[config.mk]
export PLATFORM = sky130hd
export DESIGN_NAME = div_unit
export DESIGN_NICKNAME = d
export VERILOG_FILES = /design/src/rtl/div_unit_pkg.sv /design/src/rtl/div_unit_step.sv /design/src/rtl/div_unit.sv
export SDC_FILE = /design/constraint.sdc
export NUM_CORES = 1
export LEC_CHECK = 0
export ABC_AREA = 1
export BUFFER_PORTS_ARGS = -buffer_cell sky130_fd_sc_hd__buf_2
export CAP_MARGIN = 20
export CORE_ASPECT_RATIO = 0.75
export CORE_MARGIN = 2
export CORE_UTILIZATION = 25
export CTS_BUF_LIST = sky130_fd_sc_hd__clkbuf_4 sky130_fd_sc_hd__clkbuf_8 sky130_fd_sc_hd__clkbuf_16
export CTS_CLUSTER_SIZE = 28
export DETAILED_ROUTE_END_ITERATION = 16
export PLACE_DENSITY = 0.47
export SLEW_MARGIN = 20
export SYNTH_ARGS = -nofsm -noshare
export SYNTH_HDL_FRONTEND = slang
export SYNTH_HIERARCHICAL = 1
export SYNTH_SLANG_ARGS = --single-unit
[constraint.sdc]
create_clock -name clk -period 6.4 [get_ports clk]
set_input_delay 1.28 -clock clk [delete_from_list [all_inputs] [get_ports clk]]
set_output_delay 1.28 -clock clk [all_outputs]
set_load 0.02 [all_outputs]
[src/rtl/div_unit_pkg.sv]
// -----------------------------------------------------------------------------
// div_unit_pkg
// Shared definitions for the multi-cycle integer divider.
//   - DIV_W_DEFAULT : default operand width
//   - div_state_e   : divider FSM state encoding
//   - RES_*_SLOT    : packing of the {HI, LO} result word, in DIV_W-sized slots
// Optional feature macro: DIV_BYZERO_FAST_EN (adds the BYZERO state).
// -----------------------------------------------------------------------------
package div_unit_pkg;

    localparam int DIV_W_DEFAULT = 32;

    typedef enum logic [1:0] {
        ST_IDLE   = 2'd0,
`ifdef DIV_BYZERO_FAST_EN
        ST_BYZERO = 2'd1,
`endif
        ST_ON     = 2'd2,
        ST_END    = 2'd3
    } div_state_e;

    // LO (slot 0) carries the quotient, HI (slot 1) carries the remainder.
    localparam int RES_LO_SLOT = 0;
    localparam int RES_HI_SLOT = 1;

endpackage

[src/rtl/div_unit_step.sv]
// -----------------------------------------------------------------------------
// div_step
// One combinational restoring-division iteration on a 2*DIV_W+1 bit working
// register laid out as {partial remainder, remaining dividend / quotient}.
// Ports:
//   i_work    : working register before the step
//   i_divisor : divisor magnitude
//   o_work    : working register after shift, conditional subtract and
//               insertion of the new quotient bit at bit 0
// -----------------------------------------------------------------------------
module div_step #(
    parameter int DIV_W = 32
) (
    input  logic [2*DIV_W:0]  i_work,
    input  logic [DIV_W-1:0]  i_divisor,
    output logic [2*DIV_W:0]  o_work
);

    logic [DIV_W+1:0] w_upper;   // upper part after the 1-bit left shift, incl. the bit shifted out
    logic [DIV_W:0]   w_diff;
    logic             w_fit;     // no borrow: divisor fits, quotient bit is 1

    assign w_upper = i_work[2*DIV_W:DIV_W-1];
    assign w_fit   = (w_upper >= {2'b00, i_divisor});
    assign w_diff  = w_upper[DIV_W:0] - {1'b0, i_divisor};
    assign o_work  = {(w_fit ? w_diff : w_upper[DIV_W:0]), i_work[DIV_W-2:0], w_fit};

endmodule

[src/rtl/div_unit.sv]
// -----------------------------------------------------------------------------
// div_unit
// Multi-cycle restoring divider for DIV/DIVU, one quotient bit per cycle.
// Ports:
//   clk, resetn          : clock, asynchronous active-low reset
//   start_i              : DIV/DIVU present in EX (held while stalled)
//   signed_div           : 1 = DIV, 0 = DIVU (sampled at acceptance)
//   opdata1_i/opdata2_i  : dividend / divisor
//   annul_i              : flush, aborts any division and clears the result
//   result_o             : {remainder, quotient} = {HI, LO}, registered
//   ready_o              : one-cycle result-valid pulse, registered
//   stall_o              : pipeline stall request (combinational)
// Optional feature macro: DIV_BYZERO_FAST_EN -- a zero divisor finishes via a
// one-cycle BYZERO state with a zero result instead of running all iterations.
// DIV_W must be at least 2.
// -----------------------------------------------------------------------------
module div_unit
    import div_unit_pkg::*;
#(
    parameter int DIV_W = DIV_W_DEFAULT
) (
    input  logic                 clk,
    input  logic                 resetn,
    input  logic                 start_i,
    input  logic                 signed_div,
    input  logic [DIV_W-1:0]     opdata1_i,
    input  logic [DIV_W-1:0]     opdata2_i,
    input  logic                 annul_i,
    output logic [2*DIV_W-1:0]   result_o,
    output logic                 ready_o,
    output logic                 stall_o
);

    localparam int CNT_W = $clog2(DIV_W);

    div_state_e          r_state;
    logic [CNT_W-1:0]    r_cnt;
    logic [2*DIV_W-1:0]  r_result;
    logic                r_ready;

    logic [2*DIV_W:0]    r_work;
    logic [DIV_W-1:0]    r_divisor;
    logic                r_sign1;
    logic                r_sign2;
    logic                r_signed;

    logic [2*DIV_W:0]    w_step_work;
    logic                w_accept;
    logic                w_last;
    logic [DIV_W-1:0]    w_mag1;
    logic [DIV_W-1:0]    w_mag2;
    logic [DIV_W-1:0]    w_quo;
    logic [DIV_W-1:0]    w_rem;
    logic [2*DIV_W-1:0]  w_packed;

    function automatic logic [DIV_W-1:0] neg_if(input logic [DIV_W-1:0] v, input logic neg);
        return neg ? (~v + DIV_W'(1)) : v;
    endfunction

    div_step #(
        .DIV_W     (DIV_W)
    ) u_step (
        .i_work    (r_work),
        .i_divisor (r_divisor),
        .o_work    (w_step_work)
    );

    assign w_accept = (r_state == ST_IDLE) && start_i && !annul_i;
    assign w_last   = (r_cnt == CNT_W'(DIV_W - 1));

    // Magnitudes: the most negative value maps onto itself, which is the
    // correct unsigned magnitude 2^(DIV_W-1).
    assign w_mag1 = neg_if(opdata1_i, signed_div & opdata1_i[DIV_W-1]);
    assign w_mag2 = neg_if(opdata2_i, signed_div & opdata2_i[DIV_W-1]);

    // Sign fix-up on the final step: quotient negative when signs differ,
    // remainder follows the dividend.
    assign w_quo = neg_if(w_step_work[DIV_W-1:0], r_signed & (r_sign1 ^ r_sign2));
    assign w_rem = neg_if(w_step_work[2*DIV_W-1:DIV_W], r_signed & r_sign1);

    always_comb begin
        w_packed = '0;
        w_packed[RES_LO_SLOT*DIV_W +: DIV_W] = w_quo;
        w_packed[RES_HI_SLOT*DIV_W +: DIV_W] = w_rem;
    end

    // Datapath registers: no reset needed, always loaded before use.
    always_ff @(posedge clk) begin
        if (w_accept) begin
            r_work    <= {{(DIV_W+1){1'b0}}, w_mag1};
            r_divisor <= w_mag2;
            r_sign1   <= opdata1_i[DIV_W-1];
            r_sign2   <= opdata2_i[DIV_W-1];
            r_signed  <= signed_div;
        end else if (r_state == ST_ON) begin
            r_work    <= w_step_work;
        end
    end

    always_ff @(posedge clk or negedge resetn) begin
        if (!resetn) begin
            r_state  <= ST_IDLE;
            r_cnt    <= '0;
            r_result <= '0;
            r_ready  <= 1'b0;
        end else begin
            r_ready <= 1'b0;
            if (annul_i) begin
                r_state  <= ST_IDLE;
                r_result <= '0;
            end else begin
                case (r_state)
                    ST_IDLE: begin
                        if (start_i) begin
                            r_cnt <= '0;
`ifdef DIV_BYZERO_FAST_EN
                            if (opdata2_i == '0) begin
                                r_state <= ST_BYZERO;
                            end else begin
                                r_state <= ST_ON;
                            end
`else
                            r_state <= ST_ON;
`endif
                        end
                    end
`ifdef DIV_BYZERO_FAST_EN
                    ST_BYZERO: begin
                        r_result <= '0;
                        r_ready  <= 1'b1;
                        r_state  <= ST_END;
                    end
`endif
                    ST_ON: begin
                        if (w_last) begin
                            r_result <= w_packed;
                            r_ready  <= 1'b1;
                            r_state  <= ST_END;
                        end else begin
                            r_cnt <= r_cnt + CNT_W'(1);
                        end
                    end
                    // A start still seen here belongs to the completing instruction.
                    ST_END:  r_state <= ST_IDLE;
                    default: r_state <= ST_IDLE;
                endcase
            end
        end
    end

    assign result_o = r_result;
    assign ready_o  = r_ready;
    assign stall_o  = start_i & ~annul_i & ~r_ready;

endmodule

-- Yosys cells after proc, flatten, opt, wreduce, memory -nomap -nowiden
Cells that the tools add are included.
- flip-flop bits (word level): 172
- add/sub/neg operators: 6
- magnitude comparators: 1
- equality and inequality tests: 6
- mux-type cells: 20
- bitwise gates (word level): 13
- reductions and logical operators: 11
- operators with widths (kind ; count):
    $mux 32 ; 6
    $mux 64 ; 3
    $add 32x1->32 const B ; 4
    $not 32->32 ; 4
    $ge 34x32->1 ; 1
    $mux 33 ; 1
    $sub 33x32->33 ; 1
    $mux 5 ; 2
    $pmux 5 s2 ; 1
    $reduce_bool 2->1 ; 4
    $and 1x1->1 ; 6
    $mux 2 ; 3
    $ne 3x3->1 const B ; 2
    $add 5x1->5 const B ; 1
    $eq 5x5->1 const B ; 1
    $ne 2x2->1 const B ; 2
    $pmux 2 s2 ; 1
    $reduce_and 2->1 ; 2
    $reduce_and 4->1 ; 1
    $mux 1 ; 3
    $eq 2x2->1 const B ; 1
    $logic_and 1x1->1 ; 2
    $logic_not 2->1 ; 1
    $not 1->1 ; 2
    other kinds (2) ; 2

-- Longest topological paths before layout
Gate-level depths: netlist (run 1).
- depth after elaboration: 8
- depth in mapped cells: 25

-- Cells and area by module
The synthesis (run 1) kept the hierarchy.
- by module, submodules not included (module ; instances ; cells an instance ; area an instance (um^2) ; seq. area each (um^2)):
    div_unit ; 1 ; 1365 ; 10000.8 ; 4474.3
    div_step ; 1 ; 729 ; 3519.6 ; 0.0

-- Worst setup path before layout (run 1)
No wires, ideal clock.
- path kind: register -> register
- start point: register r_work[31]
- end point: register r_result[50], in the netlist result_o[50]
- library setup time: 0.122 ns
- arrival: 2.866 ns
- data required time: 6.278 ns
- path slack: 3.412 ns
- cell stages (with the launch flop): 23
- buffers on the path: 1
- cell sequence: edfxtp_1 -> inv_1 -> ha_1 -> inv_1 -> fa_1 -> nand3_1 -> nand3_2 -> nand2_1 -> nand2_2 -> nand2_2 -> nand3_4 -> buf_6 -> nand2_1 -> nand2_1 -> inv_1 -> ha_1 -> nand3_1 -> nand2_1 -> nand2_2 -> nor2_2 -> nand2_1 -> o21ai_0 -> o21ai_1
- word-level cells in the longest chain between the ends: 8
- elaborated cells between the ends (all ways): 9
- those cells by class: add/sub: 2; order compare: 1; mux: 5; bitwise: 1
- RTL lines (item ; RTL line ; source):
    start, declared ; div_unit.sv:41 ; logic [2*DIV_W:0] r_work;
    start signal, assigned ; div_unit.sv:90 ; r_work <= {{(DIV_W+1){1'b0}}, w_mag1};
    start signal, assigned ; div_unit.sv:96 ; r_work <= w_step_work;
    $sub 33x32->33 or $ge 34x32->1 (tied branches) ; div_unit_step.sv:25, div_unit_step.sv:24 ;
    $mux 33 (*) ; div_unit_step.sv:26 ; assign o_work = {(w_fit ? w_diff : w_upper[DIV_W:0]), i_work[DIV_W-2:0], w_fit};
    named net w_step_work[33] ; div_unit.sv:47 ; logic [2*DIV_W:0] w_step_work;
    $not 32->32 (*) ; div_unit.sv:57 ; return neg ? (~v + DIV_W'(1)) : v;
    $add 32x1->32 (*) ; div_unit.sv:57 ;
    $mux 32 (*) ; div_unit.sv:57 ;
    $mux 64 (*) ; div_unit.sv:135 ; if (w_last) begin
    $mux 64 (*) ; div_unit.sv:112 ; case (r_state)
    $mux 64 (*) ; div_unit.sv:108 ; if (annul_i) begin
    end signal, assigned ; div_unit.sv:136 ; r_result <= w_packed;
    end, declared ; div_unit.sv:38 ; logic [2*DIV_W-1:0] r_result;
The timed path passes the listed nets; every way through them passes the cells marked *. The select of a mux whose other input is x is not followed.
A chain may end at the register's enable or synchronous reset.

-- Worst setup path in the final report (run 1)
- start point: register r_divisor[3]
- end point: register r_result[56], in the netlist result_o[56]
- word-level cells in the longest chain between the ends: 8
- elaborated cells between the ends (all ways): 9
- those cells by class: add/sub: 2; order compare: 1; mux: 5; bitwise: 1
- RTL lines (item ; RTL line ; source):
    start, declared ; div_unit.sv:42 ; logic [DIV_W-1:0] r_divisor;
    start signal, assigned ; div_unit.sv:91 ; r_divisor <= w_mag2;
    $ge 34x32->1 ; div_unit_step.sv:24 ; assign w_fit = (w_upper >= {2'b00, i_divisor});
    named net w_step_work[0] ; div_unit.sv:47 ;
    $mux 33 ; div_unit_step.sv:26 ;
    named net w_step_work[45] ; div_unit.sv:47 ;
    $not 32->32 ; div_unit.sv:57 ;
    $add 32x1->32 ; div_unit.sv:57 ;
    $mux 32 ; div_unit.sv:57 ;
    $mux 64 ; div_unit.sv:135 ;
    $mux 64 ; div_unit.sv:112 ;
    $mux 64 ; div_unit.sv:108 ;
The timed path passes the listed nets, and every way through them passes these cells. The select of a mux whose other input is x is not followed.

==> results.ini, run 1 <==
[route]
vias = 13420
routedWlPerCell_um = 17.4
drc = 0
first_iter_violations = 1178
ant_nets = 0
vias_per_cell = 4.64
drtPass1Iterations = 6
drt-total-wl_mm = 50.2

[cts]
htree_levels = 4
cts_hold_buffers = 0
clock_latency_ps = 480
cts_buffers = 17
post_cts_resized = 0
post_cts_buffers = 0
clockRootBuffer = clkbuf_16
max-clock-path-buffers = 2
cts.clk_slew.worst_paths_ps = 70
clkSinkCount = 172
tritoncts = built

[logic_synthesis]
synth_seq_cells = 172
syn-cell-area_um2 = 13500
netlist_top_cells_count = nand2_1 (705), inv_1 (285), nor2_1 (193)
ys_warn_count = 6
synthFlopType = dfrtp_1
yosysMostFrequentCell = nand2_1
synth_cells = 2094
synth.avg_cell_area_um2 = 6.46
yosysSeqAreaShare_pct = 33.1
synth_area_leaders = nand2_1 (20%), edfxtp_1 (15%), dfrtp_1 (13%)
synth.distinct_cells = 44
yosysTopAreaCell = nand2_1
synth_edf_count = 67
yosysTopAreaCellShare_pct = 19.6
syn_nets = 2202
synthArstFlopShare_pct = 41.9

[sta]
skew_ps = 22.4
relSlewSlack_pct = 31.3
worst_pin_slew_ps = 1030
setup_tns_ps = 0
maxSlewViolCount = 0
hold_violations = 0
period_share_pct = 69.1
setup_viol = 0
period_needed_ps = 4420
rsz0062_at_grt = false
fmax_mhz = 226
setup_ws_ps = 1980

[placed_design]
place_ws_ps = 2140
placed_area_um2 = 14600
hpwl_mm = 40.3
gp_congestion = 0.916
port_buffers = 134

[setup_path]
arrival_ps = 4770
critPathRequiredTime_ps = 6750
path_class = reg2reg
crit_path_max_fanout = 35
crit_path_start_kind = flop
cp-end-kind = flop

[global_routing]
grt_pass1_wl_mm = 76.7
grt.total_usage_pct = 18.2
antenna_found_initial = 5
grt_pass1_vias = 12620
grt_max_degree = 73
gr-total-overflow = 0

[cells_and_area]
drive_gt1_share_pct = 10.5
post-route-util_pct = 28.4
area_delta_synth_final_pct = 12.0
fill_cells = 5994
nNetsFinal = 2274
antenna_cells = 0
fin_area_um2 = 15100

[pwr]
cellLeakagePower_nw = 7.76
ir_drop_mv = 0.180
p_seq_share_pct = 28.8
power_switching_share_pct = 49.3
internal_power_mw = 2.56
power_density_nw_per_um2 = 334
p_sw_mw = 2.50
clockPowerShare_pct = 20.7
combPwrFrac_pct = 50.5

[die]
row_count = 73
pin_count = 135
die_w_um = 273
die_y_um = 205
fp.dieArea_um2 = 56000
core_um2 = 53200
initial_utilization_pct = 25.4

[status]
status = finished clean

[worst_hold_path]
hold_class = reg2reg

[run]
drv_cap = 0

==> metal layers <==
metal	part of all wire [%]	wire, um	vias up	global-route usage (%)
met5	0.028	14	-	0
met4	1.4	689	4	3.71
met3	6.6	3300	41	3.98
met2	38	19200	385	24.5
met1	54	27000	6185	28.7
li1	-	-	6805	-
==> power groups by stage <==
stage	combinational (mW)	sequential [mW]	clock, mW
2_1_floorplan	1.89	1.37	0
3_3_place_gp	2.49	1.48	0
3_5_place_dp	2.50	1.48	0
4_1_cts	2.52	1.46	1.08
5_1_grt	2.88	1.47	1.12
6_report	2.56	1.46	1.05
==> final timing paths <==
path / from / to / slack [ps] / cells past startpoint
worst max-delay path: r_divisor[3] / result_o[56] / 1980 / 20
worst min-delay path: r_work[64] / r_work[64] / 470 / 2
worst max register to register: r_divisor[3] / result_o[56] / 1980 / 20
worst min register to register: r_work[64] / r_work[64] / 470 / 2
max in group asynchronous: resetn / result_o[60] / 5050 / 1
min in group asynchronous: resetn / r_cnt[1] / 840 / 1
==> placed cells by master (no fill, tap or decap), types with 2 or more instances in the layout <==
cell type / synthesis / routed
a21oi_1: 86 / 86
and2_1: 6 / 6
buf_2: 29 / 133
buf_4: 38 / 6
clkbuf_16: 0 / 18
clkinv_4: 0 / 5
dfrtp_1: 72 / 72
dfxtp_1: 33 / 33
edfxtp_1: 67 / 67
ha_1: 38 / 38
inv_1: 285 / 285
inv_2: 9 / 9
inv_4: 0 / 2
inv_6: 0 / 4
nand2_1: 705 / 704
nand2_2: 9 / 10
nand3_1: 171 / 171
nand3_2: 3 / 3
nand3b_1: 8 / 8
nand4_1: 69 / 69
nor2_1: 193 / 192
nor2_2: 16 / 16
nor2_4: 7 / 8
nor3_1: 17 / 17
o211ai_1: 2 / 2
o21ai_0: 96 / 96
o21ai_1: 46 / 46
o21ai_2: 5 / 5
o21bai_1: 2 / 2
xnor2_1: 11 / 11
xor2_1: 37 / 37
==> critical path, cell delays in order (launching register included) <==
cell and delay, ps:
edfxtp_1 390, inv_1 230, ha_1 350, nand2_1 110
nand2_1 50, nand2_1 70, nand2_1 50, nand2_1 70
nand3_2 120, nand2_1 120, nand2_2 70, nand2_2 480
nand3_4 500, nand2_1 180, nand2_1 130, nor2_1 290
nand3_1 160, o21ai_1 550, nand4_1 170, nand3_1 130
nand2_1 70
==> layout make-up <==
| type | instances | area, um2 | share of cell area [%] |
|---|---|---|---|
| repair buffers | 140 | 722 | 4.77 |
| clock buffers | 20 | 472 | 3.11 |
| flip-flops and latches | 172 | 4470 | 29.5 |
| inverters | 295 | 1110 | 7.31 |
| multi-input cells | 1540 | 7380 | 48.7 |
| clock inverters | 12 | 98.8 | 0.653 |
| well taps | 712 | 891 | 5.88 |
==> registers in the layout, summed over array words and instances (netlist names) <==
name       flops
r_cnt          5
r_divisor     32
r_sign1        1
r_sign2        1
r_signed       1
r_state        2
r_work        65
ready_o        1
result_o      64
==> kinds of logic (layout without fill, tap and decap cells) <==
logic type	Yosys count	in the layout	synth area share [%]
simple gates	1211	1211	38.4
buf+inv	382	467	12.4
compound gates	242	242	9.27
flops	172	172	33.1
xor+xnor	48	48	3.11
fa+ha+maj	39	39	3.66
==> metrics by stage <==
| stage | power [mW] | hold WS (ps) | std cells |
|---|---|---|---|
| floorplan | 3.27 | 440 | 2094 |
| global placement | 3.97 | 454 | 2859 |
| detailed placement | 3.98 | 460 | 2859 |
| CTS | 5.05 | 470 | 2891 |
| global route | 5.48 | 495 | 2891 |
| finish | 5.06 | 469 | 2891 |
No activity file was read; power rests on OpenSTA's default activity.
==> run 2, diff against run 1 <==
clock period = 4.5 ns   (was 6.4 ns; I/O delays follow)
==> run 2 against run 1 <==
Worst setup slack worse by 1300 ps; sequential cell count unchanged; clock-buffer cell count down 1; cell area up 0.17%; fmax up 15%.
==> results.ini, run 2 (same netlist as run 1, synthesis figures left out) <==
[cells_and_area]
nNetsFinal = 2280  ; +0.26%
drive_gt1_share_pct = 10.7  ; +0.20 points
largest_register_ff_count = 65  ; unchanged
layout_common_cells = nand2_1 (705), inv_1 (285), nor2_1 (192)
instances_no_fill = 2899  ; +0.28%
top_register = r_work
area_delta_synth_final_pct = 12.2
post-route-util_pct = 28.5  ; +0.049 points
final_common_cell = nand2_1

[cts]
clkSinkCount = 172  ; unchanged
post_cts_buffers = 0  ; unchanged
cts_hold_buffers = 0  ; unchanged
clockRootBuffer = clkbuf_16
cts.clk_slew.worst_paths_ps = 70  ; about the same
clock_latency_ps = 450  ; -30 ps
tritoncts = built
max-clock-path-buffers = 2  ; unchanged
post_cts_resized = 0  ; unchanged
cts_buffers = 17  ; unchanged
htree_levels = 4  ; unchanged

[die]
die_w_um = 273  ; unchanged
initial_utilization_pct = 25.4  ; unchanged
fp.dieArea_um2 = 56000  ; unchanged
row_count = 73  ; unchanged
core_um2 = 53200  ; unchanged
die_y_um = 205  ; unchanged
pin_count = 135  ; unchanged

[global_routing]
grt_max_degree = 73  ; unchanged
grt.total_usage_pct = 17.8  ; -0.38 points
grt_pass1_wl_mm = 75.0  ; -2.3%
grt_pass1_vias = 12247  ; -3.0%
gr-total-overflow = 0  ; unchanged
antenna_found_initial = 7  ; +2

[route]
wl_met1_mm = 26.6  ; -1.4%
drc = 0  ; unchanged
routedWlPerCell_um = 17.2  ; -0.97%
wl_met2_mm = 18.7  ; -2.7%
top_layer = met5
first_iter_violations = 1162  ; -1.4%
vias = 13570  ; +1.1%
drtPass1Iterations = 5  ; -1
ant_nets = 0  ; unchanged
drt-total-wl_mm = 49.9  ; -0.70%
route.met3.wl_mm = 3.44  ; +4.4%
vias_per_cell = 4.68  ; +0.84%

[sta]
hold_ws_ps = 469  ; -0.00500 ps
setup_tns_ps = 0  ; unchanged
period_share_pct = 85.5  ; +16 points
worst_pin_slew_ps = 755  ; -275 ps
period_needed_ps = 3850  ; -571 ps
fmax_mhz = 260  ; +15%
maxSlewViolCount = 0  ; unchanged
relSlewSlack_pct = 49.6  ; +18 points
hold_violations = 0  ; unchanged
setup_viol = 0  ; unchanged
skew_ps = 16.8  ; -5.58 ps
rsz0062_at_grt = false

[placed_design]
hpwl_mm = 40.5  ; +0.32%
placed_cells_incl_taps = 2865  ; +0.21%
gp_congestion = 0.928  ; +1.3%
port_buffers = 134  ; unchanged

[setup_path]
reg2reg_to = result_o[55]
rr_worst_depth = 19  ; -5.0%
critPathRequiredTime_ps = 4830  ; -1920 ps
r2r_slack_ps = 650  ; -1330 ps
arrival_ps = 4180  ; -590 ps
crit_path_max_fanout = 35  ; unchanged
timing.critical_path.from = r_divisor[24]
cp-end-kind = flop
crit_path_start_kind = flop
r2r-start = r_divisor[24]
path_class = reg2reg
crit_end = result_o[55]

[worst_hold_path]
hold_class = in2async

[pwr]
power_mw = 7.14  ; +41%
ir_drop_mv = 0.304  ; +69%
power_density_nw_per_um2 = 471  ; +41%
cellLeakagePower_nw = 7.77  ; +0.18%

[status]
status = finished clean

[run]
drv_cap = 0  ; unchanged

==> run 2: changes by cell type in the layout (fill, tap and decap cells not counted), sizes merged <==
cell | before | now
buf | 140 | 146
inv | 300 | 298
clkinv | 6 | 7
clkinvlp | 1 | 3
clkbuf | 20 | 19
diode | 0 | 2
==> run 2: worst max-delay path, stage by stage (launching register included) <==
cell      delay (ps)
edfxtp_1         370
inv_1            100
ha_1             300
nand2_2          150
inv_1             50
nand2_1           60
nand2_1           90
inv_1             90
a21oi_1           80
nor2_2           130
buf_4            240
nand3_4          360
nand2_1          200
nand2_1          120
nor2_1           280
nand2_1          150
nor2_1           270
nand3_1          350
a21oi_1          240
o21ai_1           90
==> run 2: worst min-delay path by stage <==
stage	slack, ps	end	from
2_1_floorplan	440	r_work[64]	r_work[64]
3_3_place_gp	450	r_work[64]	r_work[64]
3_5_place_dp	460	r_work[64]	r_work[64]
4_1_cts	470	r_work[64]	r_work[64]
5_1_grt	500	result_o[23]	result_o[23]
6_report	470	result_o[31]	resetn
==> run 2: layout make-up <==
cell class                      instances  area (um2)
Inverter                              295        1110
Multi-Input combinational cell       1540        7380
Timing Repair Buffer                  146         779
Clock inverter                         13        90.1
Clock buffer                           19         447
Sequential cell                       172        4470
Antenna cell                            2        5.00
Tap cell                              712         891
Fill cell                            5940       38100
==> run 2: metal layers <==
metal | vias up | track usage [%]
met2 | 396 | 23.4
met4 | 6 | 4.63
met1 | 6274 | 27.9
met3 | 52 | 4.28
met5 | - | 0
li1 | 6842 | -
==> run 2: per-stage QoR <==
step                area [um2]  setup slack (ps)
finish                   15200               651
global route             15200               317
CTS                      15200               798
detailed placement       14600               829
global placement         14600               748
floorplan                13500              1510
==> run 2: report_power, final <==
group          leakage (nW)  switching, mW  total [mW]  internal, mW
combinational          5.58           2.62        3.66          1.04
sequential             1.93          0.221        2.06          1.84
clock                 0.264          0.688        1.42         0.728
total                  7.77           3.53        7.14          3.61
==> run 3, diff against run 2 <==
RECOVER_POWER = 100   (was not set)
==> run 3 against run 2 <==
The flow now finishes with violations (capacitance limit, slew limit); sequential cell count unchanged; clock-buffer cell count did not move; wire length down 0.25%; global-route usage unchanged; sequential power about the same; worst setup slack worse by 110 ps; highest routed layer unchanged; critical path type unchanged; register-to-register slack worse by 110 ps; clock power barely moved; utilization shrank 0.36 points; first-iteration DRC count rose by 1.0%; fmax shrank 2.8%; worst hold slack better by 0.83 ps.
==> results.ini, run 3 (same netlist as run 1, synthesis figures left out) <==
[status]
status = finished, violations left
failed_checks = capacitance limit, slew limit

[pwr]
p_sw_mw = 3.49  ; -1.0%
combPwrFrac_pct = 51.0  ; -0.3 points
internal_power_mw = 3.60  ; -0.23%
p_seq_share_pct = 29.1  ; +0.2 points
cellLeakagePower_nw = 7.44  ; -4.2%
clockPowerShare_pct = 19.9  ; about the same
power_mw = 7.10  ; -0.62%
power_switching_share_pct = 49.2  ; -0.20 points
ir_drop_mv = 0.303  ; -0.45%
power_density_nw_per_um2 = 474  ; +0.64%

[cts]
cts.clk_slew.worst_paths_ps = 70  ; about the same
post_cts_resized = 0  ; unchanged
clkSinkCount = 172  ; unchanged
max-clock-path-buffers = 2  ; unchanged
post_cts_buffers = 0  ; unchanged
cts_hold_buffers = 0  ; unchanged
clockRootBuffer = clkbuf_16
clock_latency_ps = 450  ; about the same
cts_buffers = 17  ; unchanged
tritoncts = built
htree_levels = 4  ; unchanged

[sta]
hold_violations = 0  ; unchanged
period_share_pct = 88.0  ; +2.5 points
relSlewSlack_pct = -33.2  ; -83 points
setup_viol = 0  ; unchanged
rsz0062_at_grt = false
worst_pin_slew_ps = 2000  ; +1240 ps
skew_ps = 15.7  ; -1.08 ps
hold_ws_ps = 470  ; +0.833 ps
setup_tns_ps = 0  ; unchanged
fmax_mhz = 252  ; -2.8%
setup_ws_ps = 538  ; -113 ps
period_needed_ps = 3960  ; +113 ps
maxSlewViolCount = 106  ; +106

[global_routing]
grt_pass1_vias = 12247  ; unchanged
grt_max_degree = 73  ; unchanged
grt.total_usage_pct = 17.8  ; unchanged
gr-total-overflow = 0  ; unchanged
grt_pass1_wl_mm = 75.0  ; unchanged
antenna_found_initial = 7  ; unchanged

[die]
die_w_um = 273  ; unchanged
pin_count = 135  ; unchanged
row_count = 73  ; unchanged
initial_utilization_pct = 25.4  ; unchanged
die_y_um = 205  ; unchanged
fp.dieArea_um2 = 56000  ; unchanged
core_um2 = 53200  ; unchanged

[setup_path]
timing.critical_path.from = r_divisor[27]
crit_path_max_fanout = 35  ; unchanged
path_class = reg2reg
r2r_slack_ps = 540  ; -110 ps
crit_end = result_o[55]
cp-end-kind = flop
critPathRequiredTime_ps = 4860  ; +30 ps
reg2reg_to = result_o[55]
rr_worst_depth = 20  ; +1
crit_path_start_kind = flop
arrival_ps = 4330  ; +150 ps
r2r-start = r_divisor[27]

[route]
routedWlPerCell_um = 17.2  ; -0.21%
drc = 0  ; unchanged
drtPass1Iterations = 5  ; unchanged
vias_per_cell = 4.65  ; -0.61%
drt-total-wl_mm = 49.7  ; -0.25%
vias = 13482  ; -0.65%
ant_nets = 0  ; unchanged
first_iter_violations = 1174  ; +1.0%

[cells_and_area]
layout_common_cells = nand2_1 (709), inv_1 (289), nor2_1 (198)
instances_no_fill = 2898  ; -0.034%
fin_area_um2 = 15000  ; -1.3%
largest_register_ff_count = 65  ; unchanged
post-route-util_pct = 28.1  ; -0.36 points
drive_gt1_share_pct = 6.54  ; -4.2 points
top_register = r_work
nNetsFinal = 2280  ; unchanged
fill_cells = 5979  ; +0.66%
final_common_cell = nand2_1
area_delta_synth_final_pct = 10.8

[worst_hold_path]
hold_class = reg2reg

[placed_design]
hpwl_mm = 40.5  ; unchanged
port_buffers = 134  ; unchanged
gp_congestion = 0.928  ; unchanged
placed_cells_incl_taps = 2865  ; unchanged
placed_area_um2 = 14600  ; unchanged
place_ws_ps = 829  ; unchanged

[run]
drv_cap = 2  ; +2

run 3: cell count changes in the layout (fill, tap and decap cells not counted), moves of 6 or more:
cell,change
clkbuf_1,+73
buf_2,-71
o21ai_0,+31
o21ai_1,-28
nor2_1,+6
run 3: layout make-up:
class	instances	area (um2)	area share [%]
antenna	1	2.50	0.0167
clock buffer	19	447	2.98
clock inverter	13	90.1	0.601
inverter	295	1110	7.39
multi-input combinational	1540	7310	48.8
sequential	172	4470	29.9
tap	712	891	5.95
timing repair buffer	146	657	4.38
run 3: layer usage:
layer  vias up  routed length, um  GRT usage (%)
met2       388              18600           23.4
met1      6209              26300           27.9
li1       6829                  -              -
met4         6               1060           4.63
met3        50               3790           4.28
met5         -                 38              0
run 3: worst min-delay path by stage:
stage                             from      endpoint  slack (ps)  cells after the start
after floorplan             r_work[64]    r_work[64]         440                      2
after global placement      r_work[64]    r_work[64]         450                      2
after detailed placement    r_work[64]    r_work[64]         460                      2
after CTS                   r_work[64]    r_work[64]         470                      2
after global routing      result_o[23]  result_o[23]         500                      2
final                       r_work[64]    r_work[64]         470                      2
run 3: power by group through the flow:
stage	Clock, mW	Combinational, mW	Sequential [mW]
floorplan	0	2.69	1.95
CTS	1.45	3.60	2.06
finish	1.41	3.62	2.06
detailed placement	0	3.58	2.09
global placement	0	3.60	2.09
global route	1.51	4.09	2.09
run 3: critical path, cell delays in order (launching register included):
cell and delay (ps):
edfxtp_1 370, inv_1 70, ha_1 280, nand2_1 100, nand2_1 60, inv_1 80, nor2_1 70, o21ai_0 190
nand3_1 100, nor2_1 160, buf_4 260, nand3_4 350, nand2_1 200, nand2_1 120, nor2_1 280, nand2_1 150
nor2_1 300, nand3_1 350, nand3_1 150, nand2_1 50, o21ai_0 180
